## config.mk

```make
export PLATFORM = sky130hd
export DESIGN_NAME = layered_logic_pipe_flat
export DESIGN_NICKNAME = d
export VERILOG_FILES = /design/src/rtl/layered_logic_pkg.sv /design/src/rtl/layered_logic_pipe_if.sv /design/src/rtl/layered_logic_pipe_slot.sv /design/src/rtl/layered_logic_pipe.sv /design/src/flat_wrapper.sv
export SDC_FILE = /design/constraint.sdc
export NUM_CORES = 1
export LEC_CHECK = 0
export CORE_ASPECT_RATIO = 0.5
export CORE_MARGIN = 5
export CORE_UTILIZATION = 35
export DETAILED_ROUTE_END_ITERATION = 8
export SYNTH_ARGS = -nofsm -noshare
export SYNTH_HDL_FRONTEND = slang
export SYNTH_SLANG_ARGS = --single-unit
```

## constraint.sdc

```tcl
create_clock -name clk -period 3 [get_ports clk]
set_input_delay 0.3 -clock clk [delete_from_list [all_inputs] [get_ports clk]]
set_output_delay 0.3 -clock clk [all_outputs]
set_load 0.03 [all_outputs]
```

## src/rtl/layered_logic_pkg.sv

```systemverilog
// rtl/layered_logic_pkg.sv - shared types and per-bit layer functions for layered_logic_pipe
package layered_logic_pkg;

    localparam int STAGES = 3;
    // Widest operand the popcount helper handles; the layer functions are per-bit.
    localparam int MAX_W  = 64;
    localparam int CW     = $clog2(MAX_W + 1);

    typedef logic [MAX_W-1:0] lane_t;

    typedef struct packed {
        logic t1;
        logic t2;
        logic t3;
        logic t4;
    } l1_t;

    typedef struct packed {
        logic t5;
        logic t6;
        logic t2;
    } l2_t;

    // The network is bitwise; the top applies these per lane across W bits.
    function automatic l1_t layer1(input logic a, input logic b, input logic c, input logic d);
        l1_t r;
        r.t1 = a & b;
        r.t2 = c & d;
        r.t3 = a ^ c;
        r.t4 = b ^ d;
        return r;
    endfunction

    function automatic l2_t layer2(input l1_t x);
        l2_t r;
        r.t5 = x.t1 | x.t2;
        r.t6 = x.t3 & ~x.t4;
        r.t2 = x.t2;
        return r;
    endfunction

    function automatic logic layer3(input l2_t x);
        return (x.t5 & ~x.t6) | (x.t6 & ~x.t2);
    endfunction

    function automatic logic [CW-1:0] popcount(input lane_t v);
        logic [CW-1:0] n;
        n = '0;
        for (int i = 0; i < MAX_W; i++) begin
            n = n + CW'(v[i]);
        end
        return n;
    endfunction

endpackage

```

## src/rtl/layered_logic_pipe_if.sv

```systemverilog
// rtl/layered_logic_pipe_if.sv - operand/result handshake bundle for layered_logic_pipe
interface layered_logic_pipe_if #(
    parameter int W     = 8,
    parameter int CNT_W = 16
);
    localparam int OW = $clog2(W + 1);

    logic             in_valid;
    logic             in_ready;
    logic [W-1:0]     a;
    logic [W-1:0]     b;
    logic [W-1:0]     c;
    logic [W-1:0]     d;
    logic             out_valid;
    logic             out_ready;
    logic [W-1:0]     f;
    logic [OW-1:0]    f_ones;
    logic [CNT_W-1:0] txn_cnt;

    modport master (
        output in_valid, a, b, c, d, out_ready,
        input  in_ready, out_valid, f, f_ones, txn_cnt
    );

    modport slave (
        input  in_valid, a, b, c, d, out_ready,
        output in_ready, out_valid, f, f_ones, txn_cnt
    );
endinterface

```

## src/rtl/layered_logic_pipe_slot.sv

```systemverilog
// rtl/layered_logic_pipe_slot.sv - one elastic pipeline slot: valid bit plus payload register
module pipe_slot #(
    parameter int PW = 8
) (
    input  logic          clk,
    input  logic          rst,
    input  logic          up_valid,
    input  logic [PW-1:0] up_data,
    input  logic          ready_next,
    output logic          valid,
    output logic [PW-1:0] data,
    output logic          ready
);
    assign ready = ~valid | ready_next;

    // Payload only moves on a real load, so a stalled or emptied slot keeps its last value.
    always_ff @(posedge clk) begin
        if (rst) begin
            valid <= 1'b0;
            data  <= '0;
        end else if (ready) begin
            valid <= up_valid;
            if (up_valid) begin
                data <= up_data;
            end
        end
    end
endmodule

```

## src/rtl/layered_logic_pipe.sv

```systemverilog
// rtl/layered_logic_pipe.sv - three-stage AND/XOR/OR network with valid/ready flow control
module layered_logic_pipe
    import layered_logic_pkg::*;
#(
    parameter int W     = 8,
    parameter int CNT_W = 16
) (
    input  logic               clk,
    input  logic               rst,
    layered_logic_pipe_if.slave io
);
    localparam int OW = $clog2(W + 1);
    localparam int P1 = 4 * W;
    localparam int P2 = 3 * W;
    localparam int P3 = W + OW;
    localparam logic [CNT_W-1:0] CNT_MAX = '1;

    logic [STAGES-1:0] v;
    logic [STAGES-1:0] rdy;
    logic [P1-1:0]     s1_d, s1_q;
    logic [P2-1:0]     s2_d, s2_q;
    logic [P3-1:0]     s3_d, s3_q;
    logic [W-1:0]      f_next;
    logic [CNT_W-1:0]  txn_cnt;

    // Stage payloads are interleaved per lane: lane i owns a 4-bit then 3-bit field.
    for (genvar i = 0; i < W; i++) begin : g_lane
        assign s1_d[4*i +: 4] = layer1(io.a[i], io.b[i], io.c[i], io.d[i]);
        assign s2_d[3*i +: 3] = layer2(s1_q[4*i +: 4]);
        assign f_next[i]      = layer3(s2_q[3*i +: 3]);
    end

    assign s3_d = {f_next, OW'(popcount(lane_t'(f_next)))};

    pipe_slot #(.PW(P1)) u_s1 (
        .clk(clk), .rst(rst),
        .up_valid(io.in_valid), .up_data(s1_d), .ready_next(rdy[1]),
        .valid(v[0]), .data(s1_q), .ready(rdy[0])
    );

    pipe_slot #(.PW(P2)) u_s2 (
        .clk(clk), .rst(rst),
        .up_valid(v[0]), .up_data(s2_d), .ready_next(rdy[2]),
        .valid(v[1]), .data(s2_q), .ready(rdy[1])
    );

    pipe_slot #(.PW(P3)) u_s3 (
        .clk(clk), .rst(rst),
        .up_valid(v[1]), .up_data(s3_d), .ready_next(io.out_ready),
        .valid(v[2]), .data(s3_q), .ready(rdy[2])
    );

    always_ff @(posedge clk) begin
        if (rst) begin
            txn_cnt <= '0;
        end else if (v[2] && io.out_ready && txn_cnt != CNT_MAX) begin
            txn_cnt <= txn_cnt + CNT_W'(1);
        end
    end

    assign io.in_ready  = rdy[0];
    assign io.out_valid = v[2];
    assign io.f         = s3_q[P3-1:OW];
    assign io.f_ones    = s3_q[OW-1:0];
    assign io.txn_cnt   = txn_cnt;
endmodule

```

## src/flat_wrapper.sv

```systemverilog
// flat-port wrapper written by rule: the top's interface ports become plain ports
module layered_logic_pipe_flat import layered_logic_pkg::*;
#(
    parameter int W     = 8,
    parameter int CNT_W = 16
)
  (clk, rst, io_in_valid, io_a, io_b, io_c, io_d, io_out_ready, io_in_ready, io_out_valid, io_f, io_f_ones, io_txn_cnt);
  layered_logic_pipe_if #(.W(W), .CNT_W(CNT_W)) io_i ();
  input  logic clk;
  input  logic rst;
  input wire logic [$bits(io_i.in_valid)-1:0] io_in_valid;
  input wire logic [$bits(io_i.a)-1:0] io_a;
  input wire logic [$bits(io_i.b)-1:0] io_b;
  input wire logic [$bits(io_i.c)-1:0] io_c;
  input wire logic [$bits(io_i.d)-1:0] io_d;
  input wire logic [$bits(io_i.out_ready)-1:0] io_out_ready;
  output wire logic [$bits(io_i.in_ready)-1:0] io_in_ready;
  output wire logic [$bits(io_i.out_valid)-1:0] io_out_valid;
  output wire logic [$bits(io_i.f)-1:0] io_f;
  output wire logic [$bits(io_i.f_ones)-1:0] io_f_ones;
  output wire logic [$bits(io_i.txn_cnt)-1:0] io_txn_cnt;
  assign io_i.in_valid = io_in_valid;
  assign io_i.a = io_a;
  assign io_i.b = io_b;
  assign io_i.c = io_c;
  assign io_i.d = io_d;
  assign io_i.out_ready = io_out_ready;
  assign io_in_ready = io_i.in_ready;
  assign io_out_valid = io_i.out_valid;
  assign io_f = io_i.f;
  assign io_f_ones = io_i.f_ones;
  assign io_txn_cnt = io_i.txn_cnt;
  layered_logic_pipe #(.W(W), .CNT_W(CNT_W)) u_core (.clk(clk), .rst(rst), .io(io_i));
endmodule
```

==> results of run 1 <==
==> stage by stage <==
step / hold slack, ps / setup TNS [ps] / util (%)
3_5_place_dp: 450 / -118 / 43.8
4_1_cts: 457 / -6.11 / 46.7
5_1_grt: 468 / -121 / 46.9
3_3_place_gp: 444 / -32.5 / 43.8
2_1_floorplan: 429 / 0 / -
6_report: 454 / -7.83 / 46.9
==> flip-flops by register name, indices dropped and copies added, names as in the netlist <==
| register | count |
|---|---|
| u_core.io.txn_cnt | 16 |
| u_core.u_s1.data | 32 |
| u_core.u_s1.valid | 1 |
| u_core.u_s2.data | 24 |
| u_core.u_s2.valid | 1 |
| u_core.u_s3.data | 12 |
| u_core.u_s3.valid | 1 |
==> layout by cell type (no fill, tap or decap), types with 10 or more instances in the layout <==
| cell type | instances |
|---|---|
| a211oi_1 | 24 |
| a21oi_1 | 45 |
| buf_4 | 10 |
| clkdlybuf4s50_1 | 64 |
| dfxtp_1 | 85 |
| inv_1 | 13 |
| nand2_1 | 56 |
| nand3_1 | 24 |
| nor2_1 | 46 |
| nor3_1 | 22 |
| xnor2_1 | 17 |
==> kinds of logic after synthesis <==
family | after synthesis | share of synthesized area, %
simple gates | 190 | 24.4
flops | 87 | 46.9
compound gates | 84 | 13.8
buf+inv | 41 | 4.25
xor+xnor | 17 | 4.01
mux | 11 | 3.07
fa+ha+maj | 8 | 3.51
==> worst max-delay path, stage by stage, from the launching register on <==
cell and delay [ps]:
dfxtp_2 340, mux2i_2 240, ha_1 270, inv_2 60, fa_1 400, fa_1 520
inv_2 50, fa_2 360, inv_2 60, fa_2 420, a211oi_2 210
==> path summary, 6_finish.rpt <==
path / from / endpoint / slack (ps) / cells past startpoint
max: u_core.u_s2.data[4]$_SDFFE_PP0P_ / u_core.u_s3.data[1]$_SDFFE_PP0P_ / -8 / 10
min: u_core.u_s1.data[23]$_SDFFE_PP0P_ / u_core.u_s1.data[23]$_SDFFE_PP0P_ / 450 / 2
max reg2reg: u_core.u_s2.data[4]$_SDFFE_PP0P_ / u_core.u_s3.data[1]$_SDFFE_PP0P_ / -8 / 10
min reg2reg: u_core.u_s1.data[23]$_SDFFE_PP0P_ / u_core.u_s1.data[23]$_SDFFE_PP0P_ / 450 / 2
==> power by group <==
group / switching (uW) / leakage, uW / internal [uW] / total [uW]
Combinational: 165 / 0.000815 / 151 / 316
Clock: 446 / 0.000129 / 586 / 1030
Sequential: 25.3 / 0.000711 / 1200 / 1230
==> routing by layer <==
layer,vias to the layer above,global-route usage [%],part of all wire [%]
met5,-,0,0
met2,50,20.0,43
met3,8,4.00,3.6
met1,1430,18.2,53
li1,1646,-,-
met4,0,3.89,0.90
==> timing repair <==
item | in CTS | in global routing
pin swaps | 3 | 0
endpoints found under the setup margin | 2 | 2
hold endpoints to repair | 0 | 0
setup buffers | 2 | 1
cloned | 0 | 0
gates resized for setup | 6 | 3
==> layout make-up <==
class | count | share of cell area, %
clock buffers | 12 | 5.11
well taps | 140 | 3.63
clock inverters | 4 | 0.597
flip-flops and latches | 87 | 36.2
inverters | 16 | 1.25
repair buffers | 76 | 15.4
multi-input cells | 310 | 37.9
==> metrics, run 1 <==
fin crit share=100%; antenna violations before repair=0; hold crit path type=reg2reg; GRT Total Usage=13.2%; Setup WS pre-CTS=-118 ps; FF+latch count, synth=87; core footprint=10300 sq um; Max Cap Viol=0; # diodes=0; Ys Warns=0; CP Launch Type=register; H-tree depth=3; Area Growth Syn to Fin=29.9%; clk slew on worst S/H paths=60 ps; chip height=82.8 um; Die Width=156 um; Worst EP arrival=3270 ps; mean routed wirelength per cell=13.0 um; ys flop type=dfxtp_1; via/cell ratio=4.86; post-synth net total=482; Detail Route Antenna Nets=0; Post-synth EDFFs=0; top post-synthesis cells by area=dfxtp_1 (47%), a21oi_1 (6.1%), nand2_1 (5.7%); largest fanout on the critical path=2; hold_buf cts=0; clock root buffer=clkbuf_16; initial core utilization=36.1%; total power=2580 uW; status=complete, but fails checks; 1st-iter DRT viols=153; routed wire length=8360 um; TritonCTS clock tree=built; total CTS buffers=9; via count=3134; filler instances=1033; worst relative slew slack=47.1%; Peak Freq=332 MHz; Critical Path End Type=register; critical path class=reg2reg; fin cells=645; Yosys cell types=40; largest net degree at the start of global routing=53; TritonRoute pass-1 iters=4; placed inst area=4510 sq um; Synth Cell Area=3710 sq um; Slew @ Worst Pin=793 ps; proportion of layout cells with a drive suffix above 1=7.92%; asr flop ratio synth=0%; placed insts=626; Final WS setup=-7.83 ps; syn_area_per_cell=8.47 sq um; Seq/Total Area, Yosys=46.9%; unrepaired setup endpoints after global routing=yes; DPL Wire Length=5920 um; drt drc=0; required time of the critical path=3260 ps; GP Congestion=0.728; Yosys top cell by area=dfxtp_1; most common cell in the netlist=dfxtp_1; number of global-route vias before repair=2961; max-slew violation count=0; Pwr Density=535 nW/um^2; failing checks=setup timing; Yosys top cell area share=46.9%; worst-case clock buffer depth=2; Cell Rows=26; Port Buffers=65; IO Count=66; Congestion Overflow GR=0; nets=544; endpoints failing hold=0; Post-synth top cells=dfxtp_1 (87), nand2_1 (56), nor2_1 (46); Sink Count=87; Synth Instances=438; cell leakage power=0.00166 uW; footprint of the multi-input gates=1820 sq um; Final Skew=8.41 ps; endpoints failing setup=1; first-pass GRT wire length=14100 um; Final Critical Period=3010 ps; final instance area=4820 sq um; Storage cell area=1740 sq um; peak supply drop=0.262 mV; clk_lat worst skew=340 ps; die area=12900 sq um
Power figures use the tool's default switching activity.
==> run 2: changes to the inputs <==
--- a/config.mk
+++ b/config.mk
@@ -12,3 +12,4 @@
 export SYNTH_ARGS = -nofsm -noshare
 export SYNTH_HDL_FRONTEND = slang
 export SYNTH_SLANG_ARGS = --single-unit
+export TNS_END_PERCENT = 50
==> run 2 against run 1 <==
Net effect:
- clock-buffer cell count did not move
- sequential share of layout area is essentially flat
- utilization about the same
- the run now ends clean
- non-clock buffer count stayed put
==> metrics, run 2 (synthesis gave the netlist of run 1 again) <==
status=finished clean; clk_lat worst skew=330 ps (about the same); Detail Route Antenna Nets=0 (unchanged); endpoints failing hold=0 (unchanged); worst hold slack=454 ps (unchanged); Peak Freq=334 MHz (+0.48%); routed wire length=8340 um (-0.20%); cell leakage power=0.00166 uW (about the same); max-slew violation count=0 (unchanged); Area Growth Syn to Fin=29.8% (about the same); via/cell ratio=4.86 (about the same); largest fanout on the critical path=2 (unchanged); total power=2570 uW (-0.21%); Pint=1940 uW (about the same); hold path depth=2 (unchanged); critical path class=reg2reg; Worst EP arrival=3250 ps (-20 ps); filler instances=1034 (+0.097%); fin crit share=99.8% (-0.47 points); first-pass GRT wire length=14100 um (unchanged); Setup TNS=0 ps (+7.83 ps); placed insts=626 (unchanged); flop2flop setup slack=6 ps (about the same); worst hold start=u_core.u_s1.data[23]$_SDFFE_PP0P_; origin of the critical flop-to-flop path=u_core.u_s2.data[4]$_SDFFE_PP0P_; 1st-iter DRT viols=155 (+1.3%); Reg with most FFs=u_core.u_s1.data; peak supply drop=0.261 mV (-0.21%); fin cells=645 (unchanged); mean routed wirelength per cell=12.9 um (-0.20%); CP Launch Type=register; nets=544 (unchanged); sw frac=24.6% (-0.090 points); initial core utilization=36.1% (unchanged); sequential share of power=47.8% (about the same); core footprint=10300 sq um (unchanged); commonest non-fill, non-tap cell in the layout=dfxtp_1; chip height=82.8 um (unchanged); GRT Total Usage=13.2% (unchanged); required time of the critical path=3260 ps (about the same); TritonCTS clock tree=built; Comb power frac=12.2% (about the same); GP Congestion=0.728 (unchanged); via count=3136 (+0.064%); hold_buf cts=0 (unchanged); DPL Wire Length=5920 um (unchanged); Die Width=156 um (unchanged); hold crit path type=reg2reg; Top Registers=u_core.u_s1.data: 32 flops, u_core.u_s2.data: 24 flops, u_core.io.txn_cnt: 16 flops; most frequent cells in the layout=dfxtp_1 (85), clkdlybuf4s50_1 (64), nand2_1 (56); antenna violations before repair=0 (unchanged); clk slew on worst S/H paths=60 ps (about the same); Slew @ Worst Pin=789 ps (-4.14 ps); die area=12900 sq um (unchanged); TritonRoute pass-1 iters=4 (unchanged); Hold EP=u_core.u_s1.data[23]$_SDFFE_PP0P_; drt drc=0 (unchanged); worst-case clock buffer depth=2 (unchanged); final core occ=46.9% (about the same); largest net degree at the start of global routing=53 (unchanged); Critical Path End Type=register; number of global-route vias before repair=2961 (unchanged); Port Buffers=65 (unchanged); IO Count=66 (unchanged); # diodes=0 (unchanged); Congestion Overflow GR=0 (unchanged); R2R depth=10 (unchanged); Max Cap Viol=0 (unchanged); H-tree depth=3 (unchanged); max reg flops=32 (unchanged); Sink Count=87 (unchanged); proportion of layout cells with a drive suffix above 1=7.72% (-0.20 points); r2r endpoint=u_core.u_s3.data[1]$_SDFFE_PP0P_; switching pwr=632 uW (-0.57%); endpoints failing setup=0 (-1); total CTS buffers=9 (unchanged); worst relative slew slack=47.4% (+0.28 points); Cell Rows=26 (unchanged); unrepaired setup endpoints after global routing=yes; Clk network pwr share=40.0% (about the same); Final Skew=8.26 ps (-0.149 ps); Pwr Density=534 nW/um^2 (-0.15%); Final Critical Period=2990 ps (-14.2 ps); clock root buffer=clkbuf_16
[run 2: routing by layer]
metal	track usage [%]	wire (um)
met1	18.2	4390
met2	20.0	3560
met3	4.00	312
met4	3.89	76
met5	0	0
[run 2: worst max-delay path by stage]
stage                                           startpoint                          endpoint  slack (ps)  depth (start not counted)
after detailed placement  u_core.u_s2.data[4]$_SDFFE_PP0P_  u_core.u_s3.data[1]$_SDFFE_PP0P_        -120                         10
final                     u_core.u_s2.data[4]$_SDFFE_PP0P_  u_core.u_s3.data[1]$_SDFFE_PP0P_           6                         10
after global placement    u_core.u_s2.data[4]$_SDFFE_PP0P_  u_core.u_s3.data[1]$_SDFFE_PP0P_         -30                         10
after global routing      u_core.u_s2.data[1]$_SDFFE_PP0P_  u_core.u_s3.data[1]$_SDFFE_PP0P_        -100                         10
after CTS                 u_core.u_s2.data[4]$_SDFFE_PP0P_  u_core.u_s3.data[1]$_SDFFE_PP0P_          -6                         10
after floorplan           u_core.u_s2.data[1]$_SDFFE_PP0P_  u_core.u_s3.data[1]$_SDFFE_PP0P_          70                         10
[run 2: stage by stage]
step / instance area [sq um] / worst slack [ps]
after floorplan: 3710 / 66.7
after global placement: 4510 / -32.5
after detailed placement: 4510 / -118
after CTS: 4800 / -6.11
after global routing: 4820 / -102
final: 4820 / 6.41
[run 2: repair_timing]
item / 4_1_cts / 5_1_grt
setup buffers: 2 / 1
setup endpoints to repair: 2 / 2
resized for setup: 6 / 2
pin swaps: 3 / 0
[run 2: power groups by stage]
| stage | Clock [uW] | Sequential (uW) | Combinational (uW) |
|---|---|---|---|
| final | 1030 | 1230 | 313 |
| after global routing | 1110 | 1230 | 350 |
| after CTS | 1060 | 1230 | 313 |
| after floorplan | 0 | 1270 | 166 |
| after detailed placement | 0 | 1250 | 303 |
| after global placement | 0 | 1250 | 298 |
[run 2: worst max-delay path: stages, from the launching register on]
cell,delay [ps]
dfxtp_2,340
mux2i_2,240
ha_1,270
inv_2,60
fa_1,400
fa_1,520
inv_2,40
fa_2,360
inv_2,60
fa_1,410
a211oi_2,210
[run 2: final cells by class]
class / instances / area (sq um) / share of cell area [%]
multi-input cells: 310 / 1820 / 37.8
flip-flops and latches: 87 / 1740 / 36.2
repair buffers: 76 / 741 / 15.4
clock buffers: 12 / 246 / 5.12
well taps: 140 / 175 / 3.64
inverters: 16 / 60.1 / 1.25
clock inverters: 4 / 28.8 / 0.597
